<file path="src/rtl/buffer_owner_sequencer.sv">
// Arbitrates the shared Zorro data/address buffers between host slave cycles and NCR
// bus-master tenures, sequencing direction before enable and enable-off before release.
module buffer_owner_sequencer #(
  parameter int SETUP_CYCLES = 1,
  parameter int TURN_CYCLES  = 1,
  parameter int MAX_MST_CYC  = 16
) (
  input  logic CLK,
  input  logic RESET,
  input  logic SLV_REQ,
  input  logic SLV_READ,
  input  logic SLV_DONE,
  input  logic MST_REQ,
  input  logic MST_READ,
  input  logic MST_DONE,
  output logic SLV_GNT,
  output logic MST_GNT,
  output logic MST_PREEMPT,
  output logic DBOE_n,
  output logic ABOE_n,
  output logic MAOE_n,
  output logic D2Z_n,
  output logic Z2D_n,
  output logic BUSY
);

  // state | meaning
  // IDLE  | buffers released, all enables off
  // S_SET | slave direction/address enable set up, data path off
  // S_ON  | slave owns buffers, data path on
  // M_SET | master direction/address enable set up, data path off
  // M_ON  | master owns buffers, data path on, tenure counting
  // TURN  | data path off, direction held for turnaround gap
  typedef enum logic [2:0] {IDLE, S_SET, S_ON, M_SET, M_ON, TURN} state_t;

  localparam int PHASE_MAX = (SETUP_CYCLES > TURN_CYCLES) ? SETUP_CYCLES : TURN_CYCLES;
  localparam int PW        = $clog2(PHASE_MAX) + 1;
  localparam int TW        = $clog2(MAX_MST_CYC + 1);

  localparam logic [PW-1:0] SETUP_LOAD = PW'(SETUP_CYCLES - 1);
  localparam logic [PW-1:0] TURN_LOAD  = PW'(TURN_CYCLES - 1);
  localparam logic [TW-1:0] TEN_MAX    = TW'(MAX_MST_CYC);

  state_t        state;
  logic          last_mst;
  logic          cur_mst;
  logic          dir_d2z;
  logic [PW-1:0] phase_cnt;
  logic [TW-1:0] tenure_cnt;
  logic          pick_slv;
  logic          active;

  // Round robin only matters when both request; the loser waits for the next IDLE.
  assign pick_slv = SLV_REQ && (!MST_REQ || last_mst);
  assign active   = (state != IDLE);

  always_ff @(posedge CLK) begin
    if (RESET) begin
      state       <= IDLE;
      last_mst    <= 1'b1;
      cur_mst     <= 1'b0;
      dir_d2z     <= 1'b0;
      phase_cnt   <= '0;
      tenure_cnt  <= '0;
      SLV_GNT     <= 1'b0;
      MST_GNT     <= 1'b0;
      MST_PREEMPT <= 1'b0;
      DBOE_n      <= 1'b1;
      ABOE_n      <= 1'b1;
      MAOE_n      <= 1'b1;
      D2Z_n       <= 1'b1;
      Z2D_n       <= 1'b1;
      BUSY        <= 1'b0;
    end else begin
      SLV_GNT     <= (state == S_ON);
      MST_GNT     <= (state == M_ON);
      MST_PREEMPT <= (state == M_ON) && (tenure_cnt == TEN_MAX) && SLV_REQ;
      DBOE_n      <= !((state == S_ON) || (state == M_ON));
      ABOE_n      <= !(active && !cur_mst);
      MAOE_n      <= !(active && cur_mst);
      D2Z_n       <= !(active && dir_d2z);
      Z2D_n       <= !(active && !dir_d2z);
      BUSY        <= active;

      case (state)
        IDLE: begin
          if (pick_slv) begin
            state     <= S_SET;
            cur_mst   <= 1'b0;
            dir_d2z   <= SLV_READ;
            phase_cnt <= SETUP_LOAD;
          end else if (MST_REQ) begin
            state     <= M_SET;
            cur_mst   <= 1'b1;
            dir_d2z   <= !MST_READ;
            phase_cnt <= SETUP_LOAD;
          end
        end
        S_SET: begin
          if (!SLV_REQ) begin
            state     <= TURN;
            phase_cnt <= TURN_LOAD;
          end else if (phase_cnt == '0) begin
            state <= S_ON;
          end else begin
            phase_cnt <= phase_cnt - 1'b1;
          end
        end
        M_SET: begin
          if (!MST_REQ) begin
            state     <= TURN;
            phase_cnt <= TURN_LOAD;
          end else if (phase_cnt == '0) begin
            state      <= M_ON;
            tenure_cnt <= '0;
          end else begin
            phase_cnt <= phase_cnt - 1'b1;
          end
        end
        S_ON: begin
          if (SLV_DONE) begin
            state     <= TURN;
            last_mst  <= 1'b0;
            phase_cnt <= TURN_LOAD;
          end
        end
        M_ON: begin
          if (tenure_cnt != TEN_MAX)
            tenure_cnt <= tenure_cnt + 1'b1;
          if (MST_DONE) begin
            state     <= TURN;
            last_mst  <= 1'b1;
            phase_cnt <= TURN_LOAD;
          end
        end
        TURN: begin
          if (phase_cnt == '0)
            state <= IDLE;
          else
            phase_cnt <= phase_cnt - 1'b1;
        end
        default: state <= IDLE;
      endcase
    end
  end

endmodule

</file>
<file path="config.mk">
export PLATFORM = sky130hd
export DESIGN_NAME = buffer_owner_sequencer
export DESIGN_NICKNAME = d
export VERILOG_FILES = /design/src/rtl/buffer_owner_sequencer.sv
export SDC_FILE = /design/constraint.sdc
export NUM_CORES = 1
export LEC_CHECK = 0
export ABC_CLOCK_PERIOD_IN_PS = 4400
export BUFFER_PORTS_ARGS = -buffer_cell sky130_fd_sc_hd__clkbuf_2
export CAP_MARGIN = 30
export CORE_UTILIZATION = 55
export DETAILED_ROUTE_END_ITERATION = 16
export PLACE_DENSITY = 0.79
export SETUP_SLACK_MARGIN = 0.15
export SLEW_MARGIN = 20
export SYNTH_ARGS = -nofsm -noshare
export SYNTH_HDL_FRONTEND = slang
export SYNTH_SLANG_ARGS = --single-unit
</file>
<file path="constraint.sdc">
create_clock -name CLK -period 4.4 [get_ports CLK]
set_clock_uncertainty 0.1 [all_clocks]
set_input_delay 0 -clock CLK [delete_from_list [all_inputs] [get_ports CLK]]
set_output_delay 0 -clock CLK [all_outputs]
set_load 0.02 [all_outputs]
</file>
==> reports/summary.log <==
[global_routing] global routing usage summed across all routing layers 20.9%
[logic_synthesis] synthesized area divided by synthesized cell count 8.61 um^2
[clock_network] buffer depth of the longest clock path 2
[status] status complete, no violations
[route] post-detailed-routing wire length 1700 um
[setup_path] worst r2r src state[1]
[sta] clock period minus final worst setup slack 2650 ps
[clock_network] CTS tree done
[min_path] type of the worst min-delay path register to register
[floorplan] Die Y-Extent 42.0 um
[setup_path] worst setup path startpoint state[1]
[clock_network] clock edge transition at the registers on the reported setup and hold paths 100 ps
[min_path] Hold Startpoint dir_d2z
[clock_network] Post CTS Setup Buffer Count 0
[setup_path] startpoint-to-endpoint class of the critical path register to register
[setup_path] crit-path cells nor3_1, nand2_1, a32oi_1, dlygate4sd3_1, nor2_1, dlygate4sd3_1
[sta] unrepaired setup endpoints after global routing no
[route] Detail Route Antenna Nets 0
[power_and_ir_drop] power per cell area 562 mW/mm^2
[floorplan] Rows 14
[setup_path] crit start category register
[route] Via Count 819
[power_and_ir_drop] P_int 373 uW
[logic_synthesis] flop and latch count out of synthesis 20
[logic_synthesis] library cell occupying the most area in the post-synthesis netlist sky130_fd_sc_hd__dfxtp_1
[power_and_ir_drop] power share of the combinational group 39.4%
[power_and_ir_drop] share of total power consumed by net switching 38.3%
[logic_synthesis] Synth top area share 45.6%
[setup_path] master of the slowest instance on the critical path sky130_fd_sc_hd__dlygate4sd3_1
[sta] final hold violation count 0
[run] number of max-cap violations 0
[placed_design] final estimated routing congestion in global placement 0.765
[global_routing] overflow left after global routing 0
[clock_network] clock insertion delay at the later pin of the skew report 290 ps
[floorplan] Starting Density 58.3%
[setup_path] maximum cell stage delay along the critical path 580 ps
[route] number of violations reported at the end of detailed-routing iteration 0 16
[setup_path] Crit path required time 4490 ps
[global_routing] wire length of the first global-routing pass 2740 um
[clock_network] clock sink total 20
[logic_synthesis] post-synth design cell area 878 um^2
[floorplan] total die area 0.00176 mm^2
[floorplan] horizontal extent of the die 42.0 um
[floorplan] core area 0.00151 mm^2
[sta] count of endpoints failing setup in the final report 0
[logic_synthesis] synthesized instance count 102
[sta] hold slack 302 ps
[sta] period utilization 60.3%
[setup_path] endpoint arrival time on the critical path 2740 ps
[sta] setup TNS after final layout 0 ps
[layout] layout-stage area growth over the synthesis result 22.4%
[layout] diode count 0
[floorplan] Ports 17
[logic_synthesis] total nets after synthesis 112
[setup_path] Crit path top cell by count sky130_fd_sc_hd__dlygate4sd3_1
[sta] actual transition at the worst max-transition pin 602 ps
[logic_synthesis] sequential-to-total area share from yosys stat 45.6%
[route] average wire length per cell after detail routing 12.1 um
[logic_synthesis] number of distinct library cell variants in the gate-level netlist after synthesis 33
[global_routing] initial antenna violation count 0
[layout] Final nets 137
[layout] proportion of layout cells with a drive suffix above 1 17.6%
[sta] achievable frequency 377 MHz
[sta] number of pins exceeding their max-slew limit in the final report 0
[power_and_ir_drop] total net switching power 231 uW
[route] average via count per standard cell 5.81
[clock_network] number of H-tree levels 1
[logic_synthesis] Synth area leaders sky130_fd_sc_hd__dfxtp_1 (46%), sky130_fd_sc_hd__nand2_1 (4.7%), sky130_fd_sc_hd__nor2_1 (4.7%)
[placed_design] HPWL reported at the end of detailed placement 1120 um
[global_routing] number of global-route vias before repair 638
[logic_synthesis] number of warnings printed during yosys synthesis 0
[route] First-pass DRT Iterations 4
[sta] worst rel slew slack 59.3%
[power_and_ir_drop] VDD IR max 376 uV
[global_routing] largest net degree at the start of global routing 17
[clock_network] number of buffers created by CTS 3
[clock_network] Root Buffer Master sky130_fd_sc_hd__clkbuf_4
[power_and_ir_drop] sequential group share of total power 47.1%
[power_and_ir_drop] portion of total power attributed to the clock network 13.6%
[setup_path] crit end category register
[route] DRC violation count after routing 0
[power_and_ir_drop] static leakage 0.000427 uW
[setup_path] Max FO, Critical Path 13
[placed_design] buffers added on ports 16
## layout by cell type, fill, tap and decap left out, drive strengths merged, types with 2 or more instances in the layout
| cell | count |
|---|---|
| inv | 4 |
| ha | 2 |
| a31oi | 4 |
| o22ai | 2 |
| nand4b | 3 |
| nor2 | 11 |
| or3 | 3 |
| nand2b | 3 |
| o21ai | 3 |
| clkbuf | 19 |
| a211oi | 2 |
| a21oi | 6 |
| nor2b | 2 |
| o21a | 2 |
| nor3 | 4 |
| dlygate4sd3 | 10 |
| dfxtp | 20 |
| nand2 | 11 |
## synth_stat cells
| library cell | number |
|---|---|
| sky130_fd_sc_hd__dfxtp_1 | 20 |
| sky130_fd_sc_hd__nand2_1 | 11 |
| sky130_fd_sc_hd__nor2_1 | 11 |
| sky130_fd_sc_hd__a21oi_1 | 6 |
| sky130_fd_sc_hd__a31oi_1 | 4 |
| sky130_fd_sc_hd__inv_1 | 4 |
| sky130_fd_sc_hd__nor3_1 | 4 |
| sky130_fd_sc_hd__clkbuf_1 | 3 |
| sky130_fd_sc_hd__nand2b_1 | 3 |
| sky130_fd_sc_hd__nand4b_1 | 3 |
| sky130_fd_sc_hd__o21ai_0 | 3 |
| sky130_fd_sc_hd__or3_1 | 3 |
| sky130_fd_sc_hd__a211oi_1 | 2 |
| sky130_fd_sc_hd__buf_2 | 2 |
| sky130_fd_sc_hd__ha_1 | 2 |
| sky130_fd_sc_hd__nor2b_1 | 2 |
| sky130_fd_sc_hd__o21a_1 | 2 |
| sky130_fd_sc_hd__o22ai_1 | 2 |
| sky130_fd_sc_hd__a22oi_1 | 1 |
| sky130_fd_sc_hd__a31o_2 | 1 |
| sky130_fd_sc_hd__a32oi_1 | 1 |
| sky130_fd_sc_hd__and3_1 | 1 |
| sky130_fd_sc_hd__and3b_1 | 1 |
| sky130_fd_sc_hd__and4bb_1 | 1 |
| sky130_fd_sc_hd__clkbuf_2 | 1 |
| sky130_fd_sc_hd__mux2_2 | 1 |
| sky130_fd_sc_hd__nand3_1 | 1 |
| sky130_fd_sc_hd__nand3b_1 | 1 |
| sky130_fd_sc_hd__nand4_1 | 1 |
| sky130_fd_sc_hd__nor3b_2 | 1 |
| sky130_fd_sc_hd__nor4b_1 | 1 |
| sky130_fd_sc_hd__o211ai_1 | 1 |
| sky130_fd_sc_hd__or3b_1 | 1 |
## power groups by stage
| stage | Clock (uW) | Sequential, uW | Combinational [uW] |
|---|---|---|---|
| after CTS | 82.9 | 284 | 235 |
| after floorplan | 0 | 286 | 168 |
| after global routing | 89.1 | 294 | 265 |
| after detailed placement | 0 | 288 | 214 |
| after global placement | 0 | 284 | 211 |
| final | 81.9 | 284 | 238 |
## worst max-delay path: cells and delay by family (launching register included)
family	cells	cell delay, ps
and+or+nand+nor	3	690
AOI/OAI and AO/OA	1	170
DFF	1	440
buffers and inverters	2	1150
## per-stage QoR
stage                     utilization, %  power, uW  instance area, um^2  instances  setup slack (ps)
final                               71.3        604                 1070        141              1750
after global routing                71.3        647                 1070        141              1670
after CTS                           71.3        602                 1070        141              1870
after detailed placement            63.2        503                  952        128              2670
after global placement              63.2        496                  952        128              2730
after floorplan                        -        455                  878        102              2930
## area by class of cell
cell class                      instances  area [um^2]
Clock buffer                            3         22.5
Fill cell                             126          432
Inverter                                4         15.0
Multi-Input combinational cell         72          437
Sequential cell                        20          400
Tap cell                               16         20.0
Timing Repair Buffer                   26          180
## sequential cells by signal, summed over array words and instances, names as in the netlist
name / flops
SLV_GNT: 1
MST_PREEMPT: 1
BUSY: 1
D2Z_n: 1
cur_mst: 1
dir_d2z: 1
MAOE_n: 1
MST_GNT: 1
Z2D_n: 1
ABOE_n: 1
DBOE_n: 1
last_mst: 1
tenure_cnt: 5
state: 3
## path summary, 6_finish.rpt
path | cells after the start | slack (ps) | end
setup / recovery | 6 | 1750 | cur_mst
setup reg to reg | 6 | 1750 | cur_mst
hold / removal | 1 | 300 | D2Z_n
hold reg to reg | 1 | 300 | D2Z_n
## metal layers
metal,up-vias,GRT usage (%),wire length [um]
li1,413,-,-
met1,375,28.5,800
met2,26,30.9,802
met3,5,3.91,62
met4,0,11.6,37
met5,-,0,0
## what timing repair did
action | 4_1_cts | 5_1_grt
setup endpoints to repair | 0 | 0
hold buffers | 10 | 0
endpoints found under the hold margin | 12 | 0
resized for setup | 0 | 0
## kinds of logic after synthesis
group	share of synthesized area, %
multiplexers	1.28
AND/OR/NAND/NOR	29.1
AO/OA/AOI/OAI	16.5
flip-flops	45.6
buffers and inverters	4.70
adder cells (fa/ha/maj)	2.85
No activity file was read; power rests on OpenSTA's default activity.
